===== src/rtl/General1.sv =====
// Shared definitions for the PWM receive path.
//   pwm_dem_state_t : demodulator FSM states
//   pwm_ticks()     : clock ticks per nominal PWM period (integer division)
package General1;

    typedef enum logic [1:0] {
        IDLE    = 2'd0,
        MEASURE = 2'd1,
        LOST    = 2'd2
    } pwm_dem_state_t;

    function automatic int unsigned pwm_ticks(input int unsigned clock_period_ns,
                                              input int unsigned pwm_period_ns);
        return pwm_period_ns / clock_period_ns;
    endfunction

endpackage


===== src/rtl/sync2.sv =====
// Two-flop synchronizer for one asynchronous input bit.
//   clk   : destination clock
//   rst_n : asynchronous active-low reset (output clears to 0)
//   i_d   : asynchronous input
//   o_q   : synchronized output, two clk edges of latency
module sync2 (
    input  logic clk,
    input  logic rst_n,
    input  logic i_d,
    output logic o_q
);

    logic r_meta;
    logic r_q;

    always_ff @(posedge clk or negedge rst_n) begin
        if (!rst_n) begin
            r_meta <= 1'b0;
            r_q    <= 1'b0;
        end else begin
            r_meta <= i_d;
            r_q    <= r_meta;
        end
    end

    assign o_q = r_q;

endmodule


===== src/rtl/pwm_demodulator.sv =====
// Recovers a Size-bit duty code from a PWM line once per Synch period and
// flags lost Synch and periods carrying more than one pulse.
//   Clock : system clock
//   Reset : asynchronous active-low reset
//   PWM   : asynchronous PWM line
//   Synch : asynchronous period-start strobe
//   Code  : recovered duty code, held between updates
//   Valid : one-cycle pulse when Code/Error update
//   Lost  : Synch missing for two nominal periods
//   Error : last reported period had two or more rising edges
module pwm_demodulator
    import General1::*;
#(
    parameter int unsigned Size           = 4,
    parameter int unsigned ClockPeriod_ns = 20,
    parameter int unsigned PWMPeriod_ns   = 850,
    parameter string       PWMType        = "Back"
) (
    input  logic            Clock,
    input  logic            Reset,
    input  logic            PWM,
    input  logic            Synch,
    output logic [Size-1:0] Code,
    output logic            Valid,
    output logic            Lost,
    output logic            Error
);

    localparam int unsigned M        = (1 << Size) - 1;
    localparam int unsigned TICKS    = pwm_ticks(ClockPeriod_ns, PWMPeriod_ns);
    localparam int unsigned ACC_W    = $clog2(TICKS + M) + 1;
    localparam int unsigned GAP_MAX  = 2 * TICKS;
    localparam int unsigned GAP_W    = $clog2(GAP_MAX + 1);

    // Elaboration-time parameter sanity
    if (TICKS < M) begin : g_chk_ticks
        $error("pwm_demodulator: PeriodTicks must be >= 2**Size-1");
    end
    if ((PWMType != "Back") && (PWMType != "Front")) begin : g_chk_type
        $error("pwm_demodulator: PWMType must be \"Back\" or \"Front\"");
    end

    logic             w_pwm_s;
    logic             w_synch_s;
    logic             w_start;
    logic             w_rise;

    logic             r_synch_d;
    logic             r_pwm_d;
    logic [ACC_W-1:0] r_acc;
    logic [Size-1:0]  r_cnt;
    logic [1:0]       r_edges;
    logic [GAP_W-1:0] r_gap;
    pwm_dem_state_t   r_state;
    logic [Size-1:0]  r_code;
    logic             r_valid;
    logic             r_lost;
    logic             r_error;

    logic [ACC_W-1:0] w_acc_base;
    logic [ACC_W-1:0] w_acc_sum;
    logic [ACC_W-1:0] w_acc_next;
    logic [Size-1:0]  w_cnt_base;
    logic [Size-1:0]  w_cnt_next;
    logic [1:0]       w_edges_base;
    logic [1:0]       w_edges_next;
    logic [GAP_W-1:0] w_gap_next;
    pwm_dem_state_t   w_state_next;
    logic [Size-1:0]  w_code_next;
    logic             w_valid_next;
    logic             w_lost_next;
    logic             w_error_next;

    sync2 u_sync_pwm (
        .clk   (Clock),
        .rst_n (Reset),
        .i_d   (PWM),
        .o_q   (w_pwm_s)
    );

    sync2 u_sync_synch (
        .clk   (Clock),
        .rst_n (Reset),
        .i_d   (Synch),
        .o_q   (w_synch_s)
    );

    assign w_start = w_synch_s & ~r_synch_d;
    assign w_rise  = w_pwm_s & ~r_pwm_d;

    // Bresenham duty accumulator; a start cycle reseeds first so its own
    // high tick is credited to the new period.
    always_comb begin
        w_acc_base = w_start ? ACC_W'(TICKS / 2) : r_acc;
        w_cnt_base = w_start ? '0 : r_cnt;
        w_acc_sum  = w_acc_base + ACC_W'(M);
        w_acc_next = w_acc_base;
        w_cnt_next = w_cnt_base;
        if (w_pwm_s) begin
            if (w_acc_sum >= ACC_W'(TICKS)) begin
                w_acc_next = w_acc_sum - ACC_W'(TICKS);
                if (w_cnt_base != Size'(M)) begin
                    w_cnt_next = w_cnt_base + Size'(1);
                end
            end else begin
                w_acc_next = w_acc_sum;
            end
        end
    end

    // Rising-edge and gap counters. r_pwm_d is not cleared at a period start,
    // so a pulse straddling the boundary (Front alignment at full duty, or a
    // Back pulse carried over) is never seen as a second edge.
    always_comb begin
        w_edges_base = w_start ? 2'd0 : r_edges;
        w_edges_next = w_edges_base;
        if (w_rise && (w_edges_base != 2'd2)) begin
            w_edges_next = w_edges_base + 2'd1;
        end
        if (w_start) begin
            w_gap_next = '0;
        end else if (r_gap == GAP_W'(GAP_MAX)) begin
            w_gap_next = r_gap;
        end else begin
            w_gap_next = r_gap + GAP_W'(1);
        end
    end

    // Next-state and output decode
    always_comb begin
        w_state_next = r_state;
        w_code_next  = r_code;
        w_valid_next = 1'b0;
        w_lost_next  = r_lost;
        w_error_next = r_error;
        case (r_state)
            IDLE: begin
                if (w_start) begin
                    w_state_next = MEASURE;
                end
            end
            MEASURE: begin
                if (w_start) begin
                    w_code_next  = r_cnt;
                    w_error_next = (r_edges == 2'd2);
                    w_valid_next = 1'b1;
                end else if (w_gap_next == GAP_W'(GAP_MAX)) begin
                    w_state_next = LOST;
                    w_lost_next  = 1'b1;
                end
            end
            LOST: begin
                // Recovery period is discarded: no Valid here.
                if (w_start) begin
                    w_state_next = MEASURE;
                    w_lost_next  = 1'b0;
                end
            end
            default: begin
                w_state_next = IDLE;
            end
        endcase
    end

    // State, datapath and output registers
    always_ff @(posedge Clock or negedge Reset) begin
        if (!Reset) begin
            r_synch_d <= 1'b0;
            r_pwm_d   <= 1'b0;
            r_acc     <= '0;
            r_cnt     <= '0;
            r_edges   <= 2'd0;
            r_gap     <= '0;
            r_state   <= IDLE;
            r_code    <= '0;
            r_valid   <= 1'b0;
            r_lost    <= 1'b0;
            r_error   <= 1'b0;
        end else begin
            r_synch_d <= w_synch_s;
            r_pwm_d   <= w_pwm_s;
            r_acc     <= w_acc_next;
            r_cnt     <= w_cnt_next;
            r_edges   <= w_edges_next;
            r_gap     <= w_gap_next;
            r_state   <= w_state_next;
            r_code    <= w_code_next;
            r_valid   <= w_valid_next;
            r_lost    <= w_lost_next;
            r_error   <= w_error_next;
        end
    end

    assign Code  = r_code;
    assign Valid = r_valid;
    assign Lost  = r_lost;
    assign Error = r_error;

endmodule

===== config.mk =====
export PLATFORM = sky130hd
export DESIGN_NAME = pwm_demodulator
export DESIGN_NICKNAME = d
export VERILOG_FILES = /design/src/rtl/General1.sv /design/src/rtl/sync2.sv /design/src/rtl/pwm_demodulator.sv
export SDC_FILE = /design/constraint.sdc
export NUM_CORES = 1
export LEC_CHECK = 0
export ABC_AREA = 1
export ABC_CLOCK_PERIOD_IN_PS = 2500
export BUFFER_PORTS_ARGS = -buffer_cell sky130_fd_sc_hd__buf_2
export CAP_MARGIN = 20
export CORE_MARGIN = 2
export CORE_UTILIZATION = 45
export CTS_CLUSTER_DIAMETER = 150
export DETAILED_ROUTE_END_ITERATION = 7
export PLACE_DENSITY = 0.68
export SLEW_MARGIN = 20
export SYNTH_ARGS = -nofsm -noshare
export SYNTH_HDL_FRONTEND = slang
export SYNTH_SLANG_ARGS = --single-unit

===== constraint.sdc =====
create_clock -name Clock -period 2.5 [get_ports Clock]
set_input_delay 0.625 -clock Clock [delete_from_list [all_inputs] [get_ports Clock]]
set_output_delay 0.625 -clock Clock [all_outputs]
set_load 0.1 [all_outputs]

==> metrics list <==
- The run finished with clean final reports.
- Summed over all nets, the half-perimeter wirelength after detailed placement is 2.623 mm.
* Top Usage Layer GRT: met2
* CTS tree: yes
- Number of synthesized register bits: 35
* Core Footprint: 4086 µm²
- Via Count: 1,492
- Overall die height: 69.78 µm
- The clock tree synthesis step divided the H-tree into 2 levels.
* Most used cells in the layout excluding fill and tap cells: sky130_fd_sc_hd__nand2_1 (69), sky130_fd_sc_hd__dfrtp_1 (35), sky130_fd_sc_hd__inv_1 (34)
- Transition time of the tightest slew-check pin: 0.7829 ns
* Worst voltage drop across the vdd grid: 0.7423 mV
- Along the worst path, the maximum fanout reaches 11.
* Maximum number of pins on one net before global-route repair: 36
- For this configuration, the core starts out at a cell density of 47.64%.
* Most frequent standard cell in the layout excluding fill and tap cells: sky130_fd_sc_hd__nand2_1
- The min-delay analysis places its worst path in the category flip-flop to flip-flop.
- The worst register-to-register path begins at u_sync_synch.o_q.
- For the final routed database, the setup TNS stands at 0 ns.
* Highest clock rate: 433.9 MHz
- RSZ-0062 raised after global routing: no
- After floorplanning, the core was divided into 23 placement rows.
- The detailed router finished its first iteration with 95 violations.
* Num CTS Buffers: 5
* Synth cell types: 31
- For the worst setup path, the data required time is 2.68 ns.
* FF-to-FF End: r_cnt[0]
- Antenna fix cells: 0
- Once detail routing completed, the nets flagged for antenna violations numbered 0.
- Capturing element type of the critical path: flip-flop
- Root Driver: sky130_fd_sc_hd__clkbuf_8
- Yosys attributes the largest share of cell area to sky130_fd_sc_hd__dfrtp_1 (45%), sky130_fd_sc_hd__nand2_1 (13%), sky130_fd_sc_hd__inv_1 (6.6%), sky130_fd_sc_hd__ha_1 (4.5%), sky130_fd_sc_hd__nand4_1 (3.9%).
* Number of remaining DRC errors: 0
- First drt pass iteration count: 4
* Type of the worst setup path: flip-flop to flip-flop
- Post-synthesis sequential area ratio: 44.99%
- After detailed routing, the number of vias per cell comes to 4.844.
- The most critical setup path has its endpoint at r_cnt[0].
* Cell area power density: 1107 nW/µm²
- Final critical-path required period: 2.305 ns
* Cell count after synthesis: 238
* Count of input and output buffers: 10
* Met2 global-route usage: 25.08%
* Signal arrival time at the worst endpoint: 2.49 ns
* Total count of max-transition violations in the final report: 0
* Synthesis-to-layout area growth: 13.24%
- In this run the tightest slew margin relative to its limit is 47.81%.
* CTS sink cnt: 35
- Launch point of the critical path: u_sync_synch.o_q
- Summed over all layers, the routed wires come to 3.657 mm.
- The finished layout holds 308 standard cells, fillers aside.
* Post-synthesis cell area: 1947 µm²
- Yosys top cell area share: 44.99%
* Cell type with the highest aggregate area in the netlist: sky130_fd_sc_hd__dfrtp_1
- For flop-to-flop paths, the worst setup slack is 0.20 ns.
* Layout net count: 268
- Counting cells, the worst reg-to-reg path comes to 16.
- RD Place Congestion: 0.8075
- Global routing consumed, on the met1 layer, 23.11% of the routing resources.
- Counting flops with an async set or reset pin after synthesis yields a share of 100.0%.
* Met3 usage in global routing: 3.924%
* Vias in the first global route: 1,439
- In this run the static leakage power is 1.198 nW.
- Portion of total power attributed to the clock network: 20.9%
* Final clock skew: 0.002781 ns
- During synthesis, Yosys emitted a total of 0 warnings.
* Boundary pin count: 11
- Max-cap violations: 0
- Synthesized area per cell: 8.180 µm²
- WL per Instance: 11.87 µm
* Core utilization of the finished layout: 53.95%
- The die is 69.78 µm wide.
* Max Root-Sink Buffers: 2
* Number of cells in the design after placement: 297
* Share of final-layout standard cells stronger than drive strength 1: 17.05%
- Final hold analysis gives a worst-case slack of 0.3508 ns.
* Net Sw Frac: 44.23%
- The worst setup path is launched from a flip-flop.
* Clock transition at the register clock pins on the worst setup and hold paths after CTS: 0.07 ns
- The count of final hold-check violations is 0.
* Antenna violations before repair: 0
- The synthesized design contains 0 enable-type register cells.
- P_sw: 1.079 mW
- The share of total power dissipated in sequential elements is 32.1%.
* Gate power share: 47.1%
- The internal portion of the total power is 1.361 mW.
* All-layer global routing usage: 16.35%
- Global routing finished with a remaining overflow of 0.
* Clock network latency to the later pin of the worst-skew pair: 0.29 ns
- For this run, the leading register cell type out of synthesis is sky130_fd_sc_hd__dfrtp_1.
* # hold bufs at CTS: 0
- Counting every net in the synthesized netlist gives 249.
- First-pass GRT wire length: 6.437 mm
* # setup viols final: 0
* Die area: 4869 µm²
* Final period util: 92.19%
## layout make-up
type | count | area (µm²)
fillers | 392 | 1882
multi-input cells | 162 | 914.6
flip-flops and latches | 35 | 875.8
inverters | 37 | 143.9
repair buffers | 16 | 95.09
clock buffers | 5 | 68.82
well taps | 50 | 62.56
clock inverters | 3 | 43.79
## state kept, by name (all words and copies together), names as in the netlist
name                 flops
r_synch_d                1
r_acc                    7
r_cnt                    4
u_sync_pwm.r_meta        1
Code                     4
u_sync_synch.o_q         1
r_gap                    7
r_pwm_d                  1
Lost                     1
u_sync_synch.r_meta      1
u_sync_pwm.o_q           1
Error                    1
r_state                  2
r_edges                  2
Valid                    1
## metrics by stage
step                      total power, mW  instance area [µm²]  setup slack, ns
after floorplan                     1.726                 1947           0.3117
after detailed placement            1.904                 2057          0.09038
after global routing                2.639                 2205         0.001896
final                               2.440                 2205           0.1953
after global placement              1.889                 2057           0.1795
after CTS                           2.426                 2170          0.04708
## layer usage
metal,routed length [µm],share of wire [%]
met5,0,0
met4,20,0.55
met3,124,3.4
met2,1689,46
met1,1823,50
## repair_timing
| action | 4_1_cts | 5_1_grt |
|---|---|---|
| setup buffers | 0 | 3 |
| endpoints found under the setup margin | 0 | 9 |
| resized for setup | 0 | 3 |
## synthesized netlist by cell type, types with 3 or more instances
| library cell | count |
|---|---|
| sky130_fd_sc_hd__nand4_1 | 12 |
| sky130_fd_sc_hd__nand2_4 | 3 |
| sky130_fd_sc_hd__dfrtp_1 | 35 |
| sky130_fd_sc_hd__xor2_1 | 4 |
| sky130_fd_sc_hd__inv_1 | 34 |
| sky130_fd_sc_hd__nand2_1 | 69 |
| sky130_fd_sc_hd__o21ai_0 | 10 |
| sky130_fd_sc_hd__ha_1 | 7 |
| sky130_fd_sc_hd__xnor2_1 | 4 |
| sky130_fd_sc_hd__nand2_2 | 6 |
| sky130_fd_sc_hd__nand3_1 | 13 |
| sky130_fd_sc_hd__nor2_1 | 17 |
## critical path, stage by stage, from the launching register on
cell,delay [ns]
sky130_fd_sc_hd__dfrtp_1,0.41
sky130_fd_sc_hd__nand2_4,0.14
sky130_fd_sc_hd__inv_6,0.08
sky130_fd_sc_hd__nor2_2,0.14
sky130_fd_sc_hd__ha_2,0.23
sky130_fd_sc_hd__nand3_1,0.10
sky130_fd_sc_hd__nand2_1,0.09
sky130_fd_sc_hd__inv_1,0.06
sky130_fd_sc_hd__ha_1,0.19
sky130_fd_sc_hd__inv_1,0.09
sky130_fd_sc_hd__nand2_1,0.09
sky130_fd_sc_hd__nand2_2,0.11
sky130_fd_sc_hd__nand2_4,0.09
sky130_fd_sc_hd__nand3_4,0.17
sky130_fd_sc_hd__nand3_2,0.10
sky130_fd_sc_hd__nand2_1,0.08
sky130_fd_sc_hd__nand2_1,0.05
## power groups by stage
stage          Clock [mW]  Sequential, mW  Combinational (mW)
2_1_floorplan           0           0.930               0.796
6_report            0.509           0.782                1.15
5_1_grt             0.541           0.802                1.30
4_1_cts             0.522           0.782                1.12
3_5_place_dp            0           0.792                1.11
3_3_place_gp            0           0.789                1.10
## how the worst min path moves through the flow
| stage | slack, ns | cells past startpoint | to | from |
|---|---|---|---|---|
| after floorplan | 0.33 | 0 | Code[0] | Reset |
| after global placement | 0.33 | 0 | u_sync_synch.o_q | u_sync_synch.r_meta |
| after detailed placement | 0.34 | 0 | u_sync_synch.o_q | u_sync_synch.r_meta |
| after CTS | 0.35 | 0 | u_sync_synch.o_q | u_sync_synch.r_meta |
| after global routing | 0.36 | 0 | u_sync_pwm.o_q | u_sync_pwm.r_meta |
| final | 0.35 | 0 | u_sync_synch.o_q | u_sync_synch.r_meta |
## cells by family after synthesis
group	count (synthesis)	synth area share, %
simple gates	130	32.26
fa+ha+maj	7	4.499
compound gates	16	4.563
xor+xnor	9	5.013
buf+inv	41	8.675
flops	35	44.99
Note: power is estimated with default switching activity, not from simulation.
